**src/rtl/axis_route_tagger_if.sv**
```systemverilog
// AXI4-Stream bundle shared by the tagger's input and output sides.
// The input side carries no tdest; the tagger supplies it on the output side.
interface axis_route_tagger_if #(
    parameter int DATA_BITS = 512,
    parameter int PID_BITS  = 6,
    parameter int DEST_BITS = 8
);
    logic                   tvalid;
    logic                   tready;
    logic [DATA_BITS-1:0]   tdata;
    logic [DATA_BITS/8-1:0] tkeep;
    logic                   tlast;
    logic [PID_BITS-1:0]    tid;
    logic [DEST_BITS-1:0]   tdest;

    modport master (output tvalid, tdata, tkeep, tlast, tid, tdest, input tready);
    modport slave  (input tvalid, tdata, tkeep, tlast, tid, output tready);
endinterface

```
**src/rtl/axis_route_tagger.sv**
```systemverilog
// Tags each packet with the route sampled at its first beat and forwards it
// through a 2-entry skid buffer; packets routed to DROP_ROUTE are discarded.
module axis_route_tagger #(
    parameter int                   DATA_BITS  = 512,
    parameter int                   PID_BITS   = 6,
    parameter int                   DEST_BITS  = 8,
    parameter logic [DEST_BITS-1:0] DROP_ROUTE = {DEST_BITS{1'b1}}
) (
    input  logic                 aclk,
    input  logic                 areset,
    input  logic [DEST_BITS-1:0] route_cfg,
    axis_route_tagger_if.slave   s_axis,
    axis_route_tagger_if.master  m_axis,
    output logic [31:0]          pkt_cnt,
    output logic [31:0]          drop_cnt,
    output logic                 busy
);
    localparam int KEEP_BITS = DATA_BITS / 8;

    localparam logic [1:0] IDLE = 2'd0;
    localparam logic [1:0] PASS = 2'd1;
    localparam logic [1:0] DROP = 2'd2;

    typedef struct packed {
        logic [DATA_BITS-1:0] data;
        logic [KEEP_BITS-1:0] keep;
        logic                 last;
        logic [PID_BITS-1:0]  id;
        logic [DEST_BITS-1:0] dest;
    } beat_t;

    logic [1:0]           state_reg, state_next;
    logic [DEST_BITS-1:0] pkt_route_reg, pkt_route_next;
    logic [1:0]           count_reg, count_next;
    logic                 s_ready_reg, s_ready_next;
    logic [31:0]          pkt_cnt_reg, drop_cnt_reg;
    beat_t                buf_reg [2];
    beat_t                new_beat;

    logic                 s_hs;
    logic                 push;
    logic                 pop;
    logic                 drop_start;
    logic [DEST_BITS-1:0] push_dest;

    assign s_hs = s_axis.tvalid & s_ready_reg;
    assign pop  = (count_reg != 2'd0) & m_axis.tready;

    always_comb begin
        state_next     = state_reg;
        pkt_route_next = pkt_route_reg;
        push           = 1'b0;
        push_dest      = pkt_route_reg;
        drop_start     = 1'b0;
        case (state_reg)
            IDLE: begin
                if (s_hs) begin
                    if (route_cfg == DROP_ROUTE) begin
                        drop_start = 1'b1;
                        if (!s_axis.tlast) state_next = DROP;
                    end else begin
                        pkt_route_next = route_cfg;
                        push           = 1'b1;
                        push_dest      = route_cfg;
                        if (!s_axis.tlast) state_next = PASS;
                    end
                end
            end
            PASS: begin
                if (s_hs) begin
                    push = 1'b1;
                    if (s_axis.tlast) state_next = IDLE;
                end
            end
            DROP: begin
                if (s_hs && s_axis.tlast) state_next = IDLE;
            end
            default: state_next = IDLE;
        endcase
    end

    assign new_beat = '{data: s_axis.tdata, keep: s_axis.tkeep, last: s_axis.tlast,
                        id: s_axis.tid, dest: push_dest};

    always_comb begin
        count_next = count_reg;
        case ({push, pop})
            2'b10:   count_next = count_reg + 2'd1;
            2'b01:   count_next = count_reg - 2'd1;
            default: count_next = count_reg;
        endcase
    end

    // Ready is registered from next-cycle occupancy so m_tready never reaches s_tready combinationally.
    assign s_ready_next = (state_next == DROP) || (count_next != 2'd2);

    always_ff @(posedge aclk or posedge areset) begin
        if (areset) begin
            state_reg     <= IDLE;
            pkt_route_reg <= '0;
            count_reg     <= 2'd0;
            s_ready_reg   <= 1'b0;
            pkt_cnt_reg   <= '0;
            drop_cnt_reg  <= '0;
        end else begin
            state_reg     <= state_next;
            pkt_route_reg <= pkt_route_next;
            count_reg     <= count_next;
            s_ready_reg   <= s_ready_next;
            if (pop && buf_reg[0].last && (pkt_cnt_reg != 32'hFFFF_FFFF))
                pkt_cnt_reg <= pkt_cnt_reg + 32'd1;
            if (drop_start && (drop_cnt_reg != 32'hFFFF_FFFF))
                drop_cnt_reg <= drop_cnt_reg + 32'd1;
        end
    end

    // Entry 0 is always the head; a pop shifts entry 1 forward or refills from the input.
    always_ff @(posedge aclk) begin
        if (pop) begin
            buf_reg[0] <= (count_reg == 2'd2) ? buf_reg[1] : new_beat;
            if (push) buf_reg[1] <= new_beat;
        end else if (push) begin
            if (count_reg == 2'd0) buf_reg[0] <= new_beat;
            else                   buf_reg[1] <= new_beat;
        end
    end

    assign s_axis.tready = s_ready_reg;
    assign m_axis.tvalid = (count_reg != 2'd0);
    assign m_axis.tdata  = buf_reg[0].data;
    assign m_axis.tkeep  = buf_reg[0].keep;
    assign m_axis.tlast  = buf_reg[0].last;
    assign m_axis.tid    = buf_reg[0].id;
    assign m_axis.tdest  = buf_reg[0].dest;

    assign pkt_cnt  = pkt_cnt_reg;
    assign drop_cnt = drop_cnt_reg;
    assign busy     = (state_reg != IDLE);
endmodule

```
**src/flat_wrapper.sv**
```systemverilog
// flat-port wrapper written by rule: the top's interface ports become plain ports
module axis_route_tagger_flat 
#(
    parameter int                   DATA_BITS  = 512,
    parameter int                   PID_BITS   = 6,
    parameter int                   DEST_BITS  = 8,
    parameter logic [DEST_BITS-1:0] DROP_ROUTE = {DEST_BITS{1'b1}}
)
  (aclk, areset, route_cfg, pkt_cnt, drop_cnt, busy, s_axis_tvalid, s_axis_tdata, s_axis_tkeep, s_axis_tlast, s_axis_tid, s_axis_tready, m_axis_tvalid, m_axis_tdata, m_axis_tkeep, m_axis_tlast, m_axis_tid, m_axis_tdest, m_axis_tready);
  axis_route_tagger_if #(.DATA_BITS(DATA_BITS), .PID_BITS(PID_BITS), .DEST_BITS(DEST_BITS)) s_axis_i ();
  axis_route_tagger_if #(.DATA_BITS(DATA_BITS), .PID_BITS(PID_BITS), .DEST_BITS(DEST_BITS)) m_axis_i ();
  input  logic aclk;
  input  logic areset;
  input  logic [DEST_BITS-1:0] route_cfg;
  output logic [31:0] pkt_cnt;
  output logic [31:0] drop_cnt;
  output logic busy;
  input wire logic [$bits(s_axis_i.tvalid)-1:0] s_axis_tvalid;
  input wire logic [$bits(s_axis_i.tdata)-1:0] s_axis_tdata;
  input wire logic [$bits(s_axis_i.tkeep)-1:0] s_axis_tkeep;
  input wire logic [$bits(s_axis_i.tlast)-1:0] s_axis_tlast;
  input wire logic [$bits(s_axis_i.tid)-1:0] s_axis_tid;
  output wire logic [$bits(s_axis_i.tready)-1:0] s_axis_tready;
  output wire logic [$bits(m_axis_i.tvalid)-1:0] m_axis_tvalid;
  output wire logic [$bits(m_axis_i.tdata)-1:0] m_axis_tdata;
  output wire logic [$bits(m_axis_i.tkeep)-1:0] m_axis_tkeep;
  output wire logic [$bits(m_axis_i.tlast)-1:0] m_axis_tlast;
  output wire logic [$bits(m_axis_i.tid)-1:0] m_axis_tid;
  output wire logic [$bits(m_axis_i.tdest)-1:0] m_axis_tdest;
  input wire logic [$bits(m_axis_i.tready)-1:0] m_axis_tready;
  assign s_axis_i.tvalid = s_axis_tvalid;
  assign s_axis_i.tdata = s_axis_tdata;
  assign s_axis_i.tkeep = s_axis_tkeep;
  assign s_axis_i.tlast = s_axis_tlast;
  assign s_axis_i.tid = s_axis_tid;
  assign s_axis_tready = s_axis_i.tready;
  assign m_axis_tvalid = m_axis_i.tvalid;
  assign m_axis_tdata = m_axis_i.tdata;
  assign m_axis_tkeep = m_axis_i.tkeep;
  assign m_axis_tlast = m_axis_i.tlast;
  assign m_axis_tid = m_axis_i.tid;
  assign m_axis_tdest = m_axis_i.tdest;
  assign m_axis_i.tready = m_axis_tready;
  axis_route_tagger #(.DATA_BITS(DATA_BITS), .PID_BITS(PID_BITS), .DEST_BITS(DEST_BITS), .DROP_ROUTE(DROP_ROUTE)) u_core (.aclk(aclk), .areset(areset), .route_cfg(route_cfg), .s_axis(s_axis_i), .m_axis(m_axis_i), .pkt_cnt(pkt_cnt), .drop_cnt(drop_cnt), .busy(busy));
endmodule
```
**config.mk**
```make
export PLATFORM = sky130hd
export DESIGN_NAME = axis_route_tagger_flat
export DESIGN_NICKNAME = d
export VERILOG_FILES = /design/src/rtl/axis_route_tagger_if.sv /design/src/rtl/axis_route_tagger.sv /design/src/flat_wrapper.sv
export SDC_FILE = /design/constraint.sdc
export NUM_CORES = 1
export LEC_CHECK = 0
export BUFFER_PORTS_ARGS = -buffer_cell sky130_fd_sc_hd__buf_2
export CAP_MARGIN = 20
export CORE_AREA = 3 3 484 486
export CTS_CLUSTER_DIAMETER = 80
export CTS_CLUSTER_SIZE = 40
export DETAILED_ROUTE_END_ITERATION = 12
export DIE_AREA = 0 0 487 489
export SYNTH_ARGS = -nofsm -noshare
export SYNTH_HDL_FRONTEND = slang
export SYNTH_SLANG_ARGS = --single-unit
```
**constraint.sdc**
```tcl
create_clock -name aclk -period 42.2 [get_ports aclk]
set_input_delay 8.44 -clock aclk [delete_from_list [all_inputs] [get_ports aclk]]
set_output_delay 8.44 -clock aclk [all_outputs]
set_load 0.005 [all_outputs]
```
After elaboration in Yosys (flattened, before gate mapping)
Memories as Yosys holds them, arrays and structs flattened.
Cells that the tools add are included.
{ "totals": {"input_bits": 595, "output_inout_bits": 658, "register_bits": 77, "mem_count": 1, "word_cells": 69, "mem_bits_rw": 1182} }
{ "op_classes": {"bitwise": 4, "n_mux": 35, "eq_ne": 10, "reduce_logical": 9, "add_sub_neg": 4} }
{ "memory_table": {"columns": ["name", "words", "word_bits", "read_ports", "rd_clocked_by_memory_dff", "write_ports", "line_no", "source"], "rows": [
  ["u_core.buf_reg", 2, 591, 2, 0, 2, "axis_route_tagger.sv:37", "beat_t buf_reg [2];"]
]} }
{ "ops": {"columns": ["operator", "count"], "rows": [
  ["591-bit two-way mux", 3],
  ["32-bit by 1-bit adder with 32-bit output, second input constant", 2],
  ["32-bit inequality test, second input constant", 2],
  ["8-bit two-way mux", 3],
  ["1-bit two-way mux", 19],
  ["2-bit two-way mux", 7],
  ["2-bit == test, second input constant", 4],
  ["8-bit == test, second input constant", 1],
  ["2-bit one-hot mux with 3 select lines", 1],
  ["2-bit by 1-bit == test with 1-bit output, second input constant", 2],
  ["1-bit logical AND", 4],
  ["2-bit logical NOT", 2],
  ["2-bit one-hot mux with 2 select lines", 1],
  ["2-bit nonzero test", 2],
  ["2-bit by 1-bit adder with 2-bit output, second input constant", 1],
  ["1-bit bitwise AND", 2],
  ["2-bit inequality test, second input constant", 1],
  ["1-bit OR", 2],
  ["1-bit one-hot mux with 2 select lines", 1],
  ["2-bit by 1-bit subtractor with 2-bit output, second input constant", 1],
  ["1-bit logical OR", 1]
]} }

Longest topological paths before layout
Gate-level depths: netlist of run 1.
{ "logic_depth": {"depth_word": 8, "ltp_mapped": 8, "depth_no_buf": 8} }

Worst setup path after synthesis of run 1
OpenSTA, ideal clock, no wires.
{ "synth_timing": {"path_kind": "input -> register", "from": "input route_cfg[7]", "to": "memory u_core.buf_reg[0][0] (netlist bit), enable pin", "arrival_time_ps": 49895, "path_slack_ps": -10061, "setup_time_ps": 2366, "t_required_ps": 39834, "path_buffers": 0, "stages": 4, "cell_sequence": "nand4_1 or2_2 o21ai_4 o21ai_0"} }
{ "synth_lines": {"columns": ["element", "line_no", "source"], "rows": [
  ["start: declaration", "flat_wrapper.sv:14", "input logic [DEST_BITS-1:0] route_cfg;"],
  ["end: declaration", "axis_route_tagger.sv:37", null]
]} }

==> results of run 1 <==
-- layer usage --
layer / wire, µm / share of wire / vias to the layer above / GRT usage
met3: 23300 / 0.14 / 323 / 0.0717
met5: 785 / 0.0047 / - / 0
met4: 4360 / 0.026 / 124 / 0.0344
li1: - / - / 11175 / -
met2: 72200 / 0.43 / 1298 / 0.198
met1: 66200 / 0.40 / 13081 / 0.167
-- cells by family after synthesis --
logic type      synth area share
flops                      0.731
buf+inv                    0.102
mux                        0.135
simple gates              0.0168
xor+xnor                  0.0108
compound gates           0.00284
fa+ha+maj               0.000978
-- report_power, final --
part / switching (mW) / internal, mW
Combinational: 0.594 / 0.383
Sequential: 0.132 / 1.84
Clock: 0.524 / 0.416
Total: 1.25 / 2.64
-- per-stage QoR --
step | utilization | setup slack, ns
6_report | 0.259 | 29.14
5_1_grt | 0.259 | 28.88
4_1_cts | 0.258 | 29.14
3_5_place_dp | 0.245 | 28.31
3_3_place_gp | 0.245 | 28.37
2_1_floorplan | - | 5.91
-- synthesized netlist by cell type, types with 2 or more instances --
cell	instances
a21oi_1	3
a31oi_1	4
and2_1	4
and3_1	7
and4_1	5
buf_2	2
buf_4	590
buf_6	66
clkbuf_1	5
dfrtp_1	77
edfxtp_1	1182
ha_1	4
inv_1	9
mux2_1	25
mux2_2	535
mux2_4	40
nand2_1	30
nand3_1	25
nand4_1	29
nor2_1	19
nor3_1	13
nor4_1	5
o21ai_4	2
or2_2	3
xnor2_1	48
xor2_1	15
-- placed cells by master (no fill, tap or decap), drive strengths merged, types with 2 or more instances in the layout --
cell type | Yosys | routed
a21oi | 3 | 3
a31oi | 4 | 4
and2 | 4 | 4
and3 | 7 | 7
and4 | 5 | 5
buf | 658 | 1281
bufinv | 0 | 3
clkbuf | 5 | 84
clkinv | 0 | 37
clkinvlp | 0 | 2
dfrtp | 77 | 77
diode | 0 | 42
edfxtp | 1182 | 1182
ha | 4 | 4
inv | 9 | 30
mux2 | 600 | 600
nand2 | 30 | 30
nand3 | 25 | 25
nand4 | 29 | 29
nor2 | 19 | 19
nor3 | 13 | 13
nor4 | 6 | 6
o21ai | 4 | 4
or2 | 3 | 3
or3 | 2 | 2
or4 | 2 | 2
xnor2 | 48 | 48
xor2 | 15 | 15
-- worst min path at each step --
stage | start | slack, ns | to | cells after the start
floorplan | u_core.state_reg[1] | 0.47 | u_core.state_reg[0] | 1
global placement | u_core.drop_cnt[9] | 0.47 | u_core.drop_cnt[9] | 1
detailed placement | u_core.drop_cnt[9] | 0.49 | u_core.drop_cnt[9] | 1
CTS | u_core.pkt_cnt[31] | 0.51 | u_core.pkt_cnt[31] | 1
global route | u_core.buf_reg[0][1017] | 0.51 | u_core.buf_reg[0][426] | 1
finish | u_core.drop_cnt[9] | 0.51 | u_core.drop_cnt[9] | 1
-- area by class of cell --
class	count	area, µm²	area share
inverters	9	33.8	0.000567
flip-flops and latches	1259	37400	0.628
diodes	42	105	0.00176
repair buffers	1281	6500	0.109
well taps	3026	3790	0.0636
multi-input cells	837	8540	0.143
clock inverters	63	1170	0.0196
clock buffers	84	2020	0.0339
-- critical path, cell delays in order --
cell and delay (ns):
buf_2 0.11, nand4_1 0.16, or2_2 0.24, o21ai_4 0.11
o21ai_4 0.62, buf_4 0.84, buf_4 0.81, buf_4 0.78
buf_4 0.70, mux2_2 0.41
==> run_results.csv, run 1 <==
group,metric,value,unit
logic_synthesis,synth_top_area_frac,0.694,
routing,vias,26001,
pwr,p_leak,22.2,nW
floorplanning,initial_core_util,0.222,
routing,drc,0,
logic_synthesis,syn_inst,2768,
logic_synthesis,ys.warnings.count,0,
floorplanning,die_area,238000,µm²
worst_hold_path,hp-class,"reg2reg",
clocking,clk_pin_slew_worst_paths,0.09,ns
worst_setup_path,critPathLaunch,"route_cfg[7]",
worst_setup_path,cp_data_arrival_time,13.52,ns
worst_setup_path,rrSetupSlack,36.57,ns
worst_setup_path,endpoint_kind,"flop",
final_layout,final_area,59600,µm²
clocking,numCtsBuffers,80,
pwr,irDropWorstVdd,0.0000379,V
worst_setup_path,rr_worst_depth,9,
place,placed_area,56300,µm²
worst_setup_path,crit_type,"in2reg",
logic_synthesis,async_flop_share,0.0612,
timing,grt_setup_unrepaired,"no",
clocking,cts-root-buf,"clkbuf_16",
worst_setup_path,cp_max_fo,70,
timing,fmax,76.6,MHz
clocking,hold_buffers,0,
routing,firstDrtPassIters,5,
pwr,powerDensity,65.4,nW/µm²
flow_run,max-cap-violations,0,
logic_synthesis,yosysUniqueCellTypes,47,
floorplanning,die_width,487,µm
worst_setup_path,crit_required,42.66,ns
grt,antenna_found_initial,167,
final_layout,drive_above_1_share,0.569,
clocking,cts_num_sinks,1259,
routing,routedWlPerCell,25.3,µm
status,status,"complete, no violations",
routing,postRouteAntennaNets,0,
pwr,power.total,3.89,mW
final_layout,instances_no_fill,6601,
final_layout,n_fill_cell,23430,
grt,grt_pass1_wl,221000,µm
grt,grt_max_degree,155,
worst_setup_path,startpoint_type,"input port",
worst_setup_path,r2r_end,"u_core.buf_reg[0][493]",
final_layout,nets,4067,
clocking,postCtsSetupBuffers,0,
logic_synthesis,ys_seq_area_frac,0.731,
timing,relSlewSlack,0.232,
worst_setup_path,cp-endpoint,"u_core.buf_reg[0][493]",
timing,min_period_over_period,0.309,
place,dp_hpwl,131000,µm
place,portBuffers,1252,
logic_synthesis,synth_area_leader_cell,"edfxtp_1",
clocking,clock_path_buffers,3,
logic_synthesis,syn-cell-area,51200,µm²
timing,worst_slew_pin_slew,1.15,ns
clocking,htreeDepth,3,
grt,track_usage,0.133,
floorplanning,fp.coreArea,230000,µm²
clocking,clk_latency,0.72,ns
grt,grt_pass1_vias,25902,
place,gp_congestion,0.862,
logic_synthesis,synthTopCellsByArea,"edfxtp_1 (69%), mux2_2 (12%), buf_4 (8.7%), dfrtp_1 (3.8%), buf_6 (1.5%)",
timing,final.setup_skew,0.0512,ns
place,dp_cells,6412,
final_layout,largest_reg_flops,1182,
clocking,cts_tree,"yes",
timing,post-route-min-period,13.06,ns
floorplanning,die_h,489,µm
timing,setup_viol,0,
floorplanning,rows,176,
timing,whs,0.506,ns
routing,first_iter_violations,1699,
routing,routed_wl,167000,µm
logic_synthesis,ys_ff_latch,1259,
logic_synthesis,synth-edff-count,1182,
floorplanning,pin_count,1253,
logic_synthesis,synth_ff_type,"edfxtp_1",
timing,slew_violations,0,
logic_synthesis,avgSynthCellArea,18.5,µm²
logic_synthesis,synth_fp_nets,3367,
final_layout,areaGrowthSynthToFinish,16.4,%
clocking,cts_resized,0,
grt,grt_overflow_total,0,
routing,avgViaCountPerCell,3.94,
worst_setup_path,worstReg2RegStart,"u_core.s_axis.tready",
timing,hold_viol_final,0,
timing,final.setup.tns,0,ns
No activity file was read; power rests on OpenSTA's default activity.
==> run 2, diff against run 1 <==
Clock period 42.2 ns to 10.7 ns, I/O delays scaled along.
==> run 2 against run 1 <==
  * Hold slack worse by 0.0014 ns
  * Global-route usage down 0.19 points
  * Clock-buffer cell count down 8
  * Register-to-register slack worse by 29 ns
  * Clock power rose to 3.7 times the previous value
  * Via count down 0.89%
  * Critical path depth down 3
  * Critical path type unchanged
  * Setup slack worse by 23 ns
  * Clock skew about the same
  * First-iteration DRC count up 9.2%
  * Combinational power rose to 4.0 times the previous value
==> run_results.csv, run 2 (same netlist as run 1, synthesis figures left out) <==
group,metric,value,unit
routing,postRouteAntennaNets,0,
floorplanning,die_area,238000,µm²
worst_setup_path,crit_required,11.06,ns
grt,grt_pass1_vias,25786,
pwr,irDropWorstVdd,0.000175,V
pwr,p_leak,22.1,nW
clocking,cts_num_sinks,1259,
final_layout,final_util,0.258,
clocking,clk_pin_slew_worst_paths,0.11,ns
clocking,hold_buffers,0,
timing,grt_setup_unrepaired,"no",
routing,avgViaCountPerCell,3.92,
timing,relSlewSlack,0.275,
final_layout,final_common_cell,"buf_2",
place,portBuffers,1252,
floorplanning,initial_core_util,0.222,
timing,whs,0.504,ns
worst_setup_path,rr_worst_depth,8,
worst_hold_path,min_from,"u_core.buf_reg[0][1175]",
flow_run,max-cap-violations,0,
floorplanning,die_width,487,µm
worst_setup_path,worstReg2RegStart,"u_core.s_axis.tready",
floorplanning,fp.coreArea,230000,µm²
place,dp_hpwl,128000,µm
worst_hold_path,hp-class,"reg2reg",
grt,grt_overflow_total,0,
final_layout,n_fill_cell,23382,
timing,worst_slew_pin_slew,1.09,ns
timing,fmax,204,MHz
grt,grt_pass1_wl,219000,µm
clocking,htreeDepth,3,
routing,firstDrtPassIters,4,
clocking,cts_tree,"yes",
routing,routedWlPerCell,24.9,µm
floorplanning,rows,176,
timing,min_period_over_period,0.458,
worst_hold_path,hold_depth,1,
clocking,cts_resized,0,
clocking,cts-root-buf,"clkbuf_16",
worst_setup_path,crit_type,"in2reg",
timing,final.setup.tns,0,ns
floorplanning,die_h,489,µm
worst_setup_path,cp_max_fo,141,
worst_setup_path,endpoint_kind,"flop",
worst_hold_path,hold_end,"u_core.buf_reg[0][584]",
final_layout,nets,4051,
worst_setup_path,startpoint_type,"input port",
final_layout,largest_reg_flops,1182,
final_layout,drive_above_1_share,0.568,
timing,hold_viol_final,0,
final_layout,areaGrowthSynthToFinish,16.0,%
place,gp_congestion,0.854,
grt,antenna_found_initial,142,
grt,track_usage,0.131,
grt,grt_max_degree,142,
timing,setup_viol,0,
timing,final.setup_skew,0.0515,ns
final_layout,multi_input_area,8550,µm²
routing,vias,25769,
worst_setup_path,r2r_end,"u_core.buf_reg[0][1009]",
clocking,numCtsBuffers,74,
clocking,postCtsSetupBuffers,0,
routing,first_iter_violations,1855,
worst_setup_path,cp_data_arrival_time,5.26,ns
timing,slew_violations,0,
clocking,clock_path_buffers,3,
final_layout,final_cell_mix,"buf_2 (1,252), edfxtp_1 (1,182), mux2_2 (535)",
timing,post-route-min-period,4.90,ns
worst_setup_path,critPathLaunch,"route_cfg[6]",
worst_setup_path,rrSetupSlack,7.09,ns
pwr,powerDensity,256,nW/µm²
final_layout,regArea,37400,µm²
routing,drc,0,
routing,routed_wl,164000,µm
status,status,"complete, no violations",
floorplanning,pin_count,1253,
clocking,clk_latency,0.74,ns
==> run 2: changes by cell type in the layout (fill, tap and decap cells not counted), sizes merged <==
cell,before,now
inv,30,32
clkinv,37,28
clkinvlp,2,4
bufinv,3,4
diode,42,37
clkbuf,84,76
buf,1281,1271
==> run 2: stage by stage <==
| stage | std cells | total power [mW] | cell area (µm²) | setup WS [ns] |
|---|---|---|---|---|
| floorplan | 2768 | 11.2 | 51200 | -1.80 |
| global placement | 6402 | 11.9 | 56300 | 5.14 |
| detailed placement | 6402 | 11.9 | 56300 | 5.07 |
| CTS | 6537 | 15.5 | 59300 | 5.91 |
| global route | 6552 | 16.0 | 59300 | 5.64 |
| finish | 6574 | 15.2 | 59400 | 5.80 |
==> run 2: how the worst max path moves through the flow <==
| stage | endpoint | slack, ns | depth (start not counted) |
|---|---|---|---|
| floorplan | u_core.buf_reg[0][0] | -1.80 | 4 |
| global placement | u_core.buf_reg[0][1031] | 5.14 | 7 |
| detailed placement | u_core.buf_reg[0][999] | 5.07 | 7 |
| CTS | u_core.buf_reg[0][1130] | 5.91 | 7 |
| global route | u_core.buf_reg[0][1077] | 5.64 | 7 |
| finish | u_core.buf_reg[0][1009] | 5.80 | 7 |
==> run 2: worst max-delay path: stages <==
cell and delay, ns:
buf_2 0.10, nand4_1 0.22, or2_4 0.36, o21ai_4 0.27
o22a_4 0.78, buf_12 0.42, buf_12 0.59
==> run 2: area by class of cell <==
type | instances | area share
clock buffer | 76 | 0.0317
multi-input combinational | 837 | 0.144
inverter | 9 | 0.000569
sequential | 1259 | 0.630
tap | 3026 | 0.0638
antenna | 37 | 0.00156
clock inverter | 59 | 0.0175
timing repair buffer | 1271 | 0.110
==> run 2: metal layers <==
| layer | track usage | routed length (µm) | vias to the layer above |
|---|---|---|---|
| met5 | 0 | 784 | - |
| met4 | 0.0351 | 4190 | 120 |
| met3 | 0.0674 | 21800 | 292 |
| met2 | 0.201 | 73100 | 1222 |
| met1 | 0.161 | 63800 | 12993 |
| li1 | - | - | 11142 |
==> run 2: report_power, final <==
part / switching [mW] / total (mW) / internal, mW / leakage [nW]
Combinational: 2.36 / 3.90 / 1.54 / 8.39
Sequential: 0.507 / 7.77 / 7.26 / 12.3
Clock: 1.97 / 3.52 / 1.55 / 1.37
Total: 4.83 / 15.2 / 10.4 / 22.1
==> run 3, diff against run 2 <==
Settings changed: ABC_AREA set to 1, CORE_AREA 3 3 484 486 to 3 3 494 496, DIE_AREA 0 0 487 489 to 0 0 497 499.
Clock period 10.7 ns to 4.75 ns, I/O delays scaled along.
==> run 3 against run 2 <==
  * Synthesized cell count rose by 61%
  * Sequential power rose by 140%
  * Die area rose by 4.1%
  * Clock skew barely moved
  * Flip-flop and latch count did not move
  * Non-clock buffer count rose by 29
  * Wire length rose by 22%
  * Critical path depth did not move
  * Hold slack got worse by 0.13 ns
  * Clock power rose to 2.7 times the previous value
  * Critical endpoint is now u_core.buf_reg[0][78]
==> run_results.csv, run 3 <==
group,metric,value,unit
pwr,powerDensity,616,nW/µm²
final_layout,drive_above_1_share,0.287,
logic_synthesis,avgSynthCellArea,11.7,µm²
logic_synthesis,syn_inst,4468,
logic_synthesis,ys.warnings.count,0,
final_layout,final_util,0.258,
pwr,p_leak,26.0,nW
place,gp_congestion,0.922,
floorplanning,pin_count,1253,
worst_setup_path,cp_data_arrival_time,3.36,ns
worst_setup_path,crit_required,5.32,ns
logic_synthesis,ys_seq_area_frac,0.716,
timing,hold_viol_final,0,
clocking,htreeDepth,3,
routing,firstDrtPassIters,8,
timing,min_period_over_period,0.587,
final_layout,largest_reg_flops,1182,
final_layout,final_common_cell,"nand2_1",
floorplanning,fp.coreArea,240000,µm²
clocking,clk_latency,0.76,ns
place,placed_area,58100,µm²
grt,grt_overflow_total,0,
timing,worst_slew_pin_slew,1.09,ns
final_layout,final_area,61900,µm²
final_layout,areaGrowthSynthToFinish,18.4,%
logic_synthesis,synth_area_leader_cell,"edfxtp_1",
worst_setup_path,startpoint_type,"flop",
grt,grt_pass1_vias,32295,
floorplanning,die_h,499,µm
timing,relSlewSlack,0.274,
place,portBuffers,1252,
logic_synthesis,synth-edff-count,1182,
place,dp_hpwl,158000,µm
logic_synthesis,synthTopCellsByArea,"edfxtp_1 (68%), nand2_1 (16%), buf_4 (8.6%), dfrtp_1 (3.7%), buf_2 (1.1%)",
worst_setup_path,crit_type,"reg2reg",
routing,first_iter_violations,3103,
logic_synthesis,synth_common_cells,"nand2_1 (2,190), edfxtp_1 (1,182), buf_4 (600), buf_2 (119), nor2_1 (109)",
routing,routedWlPerCell,23.6,µm
grt,track_usage,0.154,
timing,fmax,359,MHz
flow_run,max-cap-violations,0,
logic_synthesis,async_flop_share,0.0612,
clocking,postCtsSetupBuffers,0,
routing,postRouteAntennaNets,0,
timing,grt_setup_unrepaired,"no",
clocking,cts-root-buf,"clkbuf_16",
timing,final.setup.tns,0,ns
routing,drc,0,
clocking,numCtsBuffers,92,
floorplanning,initial_core_util,0.218,
logic_synthesis,synth_most_common_cell,"nand2_1",
logic_synthesis,syn-cell-area,52300,µm²
final_layout,final_cell_mix,"nand2_1 (2,186), buf_2 (1,252), edfxtp_1 (1,182)",
timing,final.setup_skew,0.0520,ns
clocking,hold_buffers,0,
worst_hold_path,hp-class,"in2reg",
clocking,cts_tree,"yes",
floorplanning,rows,180,
routing,vias,33582,
logic_synthesis,ys_ff_latch,1259,
timing,setup_viol,0,
final_layout,nets,5730,
clocking,cts_resized,0,
clocking,clk_pin_slew_worst_paths,0.11,ns
pwr,irDropWorstVdd,0.000512,V
timing,post-route-min-period,2.79,ns
clocking,cts_num_sinks,1259,
logic_synthesis,synth_ff_type,"edfxtp_1",
logic_synthesis,synth_fp_nets,5067,
clocking,clock_path_buffers,3,
grt,grt_max_degree,183,
grt,antenna_found_initial,250,
routing,routed_wl,199000,µm
worst_setup_path,cp_max_fo,182,
floorplanning,die_width,497,µm
grt,grt_pass1_wl,267000,µm
routing,avgViaCountPerCell,3.97,
timing,whs,0.372,ns
floorplanning,die_area,248000,µm²
timing,slew_violations,0,
status,status,"complete, no violations",
logic_synthesis,yosysUniqueCellTypes,27,
logic_synthesis,synth_top_area_frac,0.679,
worst_setup_path,endpoint_kind,"flop",
run 3: cell count changes after synthesis, moves of 35 or more:
cell,change
buf_2,+117
buf_6,-55
inv_1,+54
mux2_2,-535
mux2_4,-40
nand2_1,+2160
nor2_1,+90
xnor2_1,-35
run 3: metal layers:
| metal | global-route usage | up-vias | part of all wire |
|---|---|---|---|
| met5 | 0 | - | 0.0057 |
| met4 | 0.0521 | 176 | 0.036 |
| met3 | 0.0979 | 494 | 0.15 |
| met2 | 0.243 | 1645 | 0.45 |
| met1 | 0.168 | 15827 | 0.36 |
| li1 | - | 15440 | - |
run 3: worst max-delay path: stages (launching register included):
cell     delay (ns)
dfrtp_1        0.44
or2_4          0.29
nand2_2        0.16
nand3_2        0.17
nand2_8        0.36
buf_12         0.55
nand2_1        0.10
nand2_1        0.18
run 3: power breakdown:
group	switching [mW]	internal [mW]
Sequential	1.25	17.2
Clock	5.04	4.35
Combinational	7.32	3.02
Total	13.6	24.6
run 3: cell families (layout without fill, tap and decap cells):
family | after synthesis | after routing | synth area share
xor gates and xnor gates | 27 | 27 | 0.00452
AOI/OAI and AO/OA | 14 | 14 | 0.00144
buffers and inverters | 798 | 1538 | 0.105
adders and majority gates | 4 | 4 | 0.000957
other | 0 | 59 | 0
DFF | 1259 | 1259 | 0.716
and+or+nand+nor | 2366 | 2366 | 0.173
run 3: per-stage QoR:
| step | setup slack (ns) | total power, mW | std cells |
|---|---|---|---|
| 6_report | 1.96 | 38.2 | 8452 |
| 5_1_grt | 1.77 | 40.3 | 8409 |
| 4_1_cts | 1.92 | 38.9 | 8393 |
| 3_5_place_dp | 1.22 | 29.4 | 8222 |
| 3_3_place_gp | 1.22 | 29.2 | 8222 |
| 2_1_floorplan | -6.48 | 26.5 | 4468 |
run 3: layout make-up:
type | count | area (µm²)
antenna | 59 | 148
clock buffer | 99 | 2390
clock inverter | 72 | 1320
fill | 25456 | 178000
inverter | 67 | 273
multi-input combinational | 2411 | 9460
sequential | 1259 | 37400
tap | 3185 | 3990
timing repair buffer | 1300 | 6940
run 3: final timing paths:
| path | startpoint | to | slack [ns] | cells after the start |
|---|---|---|---|---|
| max reg2reg | u_core.count_reg[0] | u_core.buf_reg[0][78] | 1.96 | 7 |
| max | u_core.count_reg[0] | u_core.buf_reg[0][78] | 1.96 | 7 |
| min in group asynchronous | areset | u_core.drop_cnt[20] | 0.40 | 2 |
| min | s_axis_tdata[466] | u_core.buf_reg[0][1136] | 0.37 | 1 |
| min reg2reg | u_core.buf_reg[0][1030] | u_core.buf_reg[0][439] | 0.49 | 2 |
| max in group asynchronous | areset | u_core.pkt_cnt[27] | 3.28 | 3 |
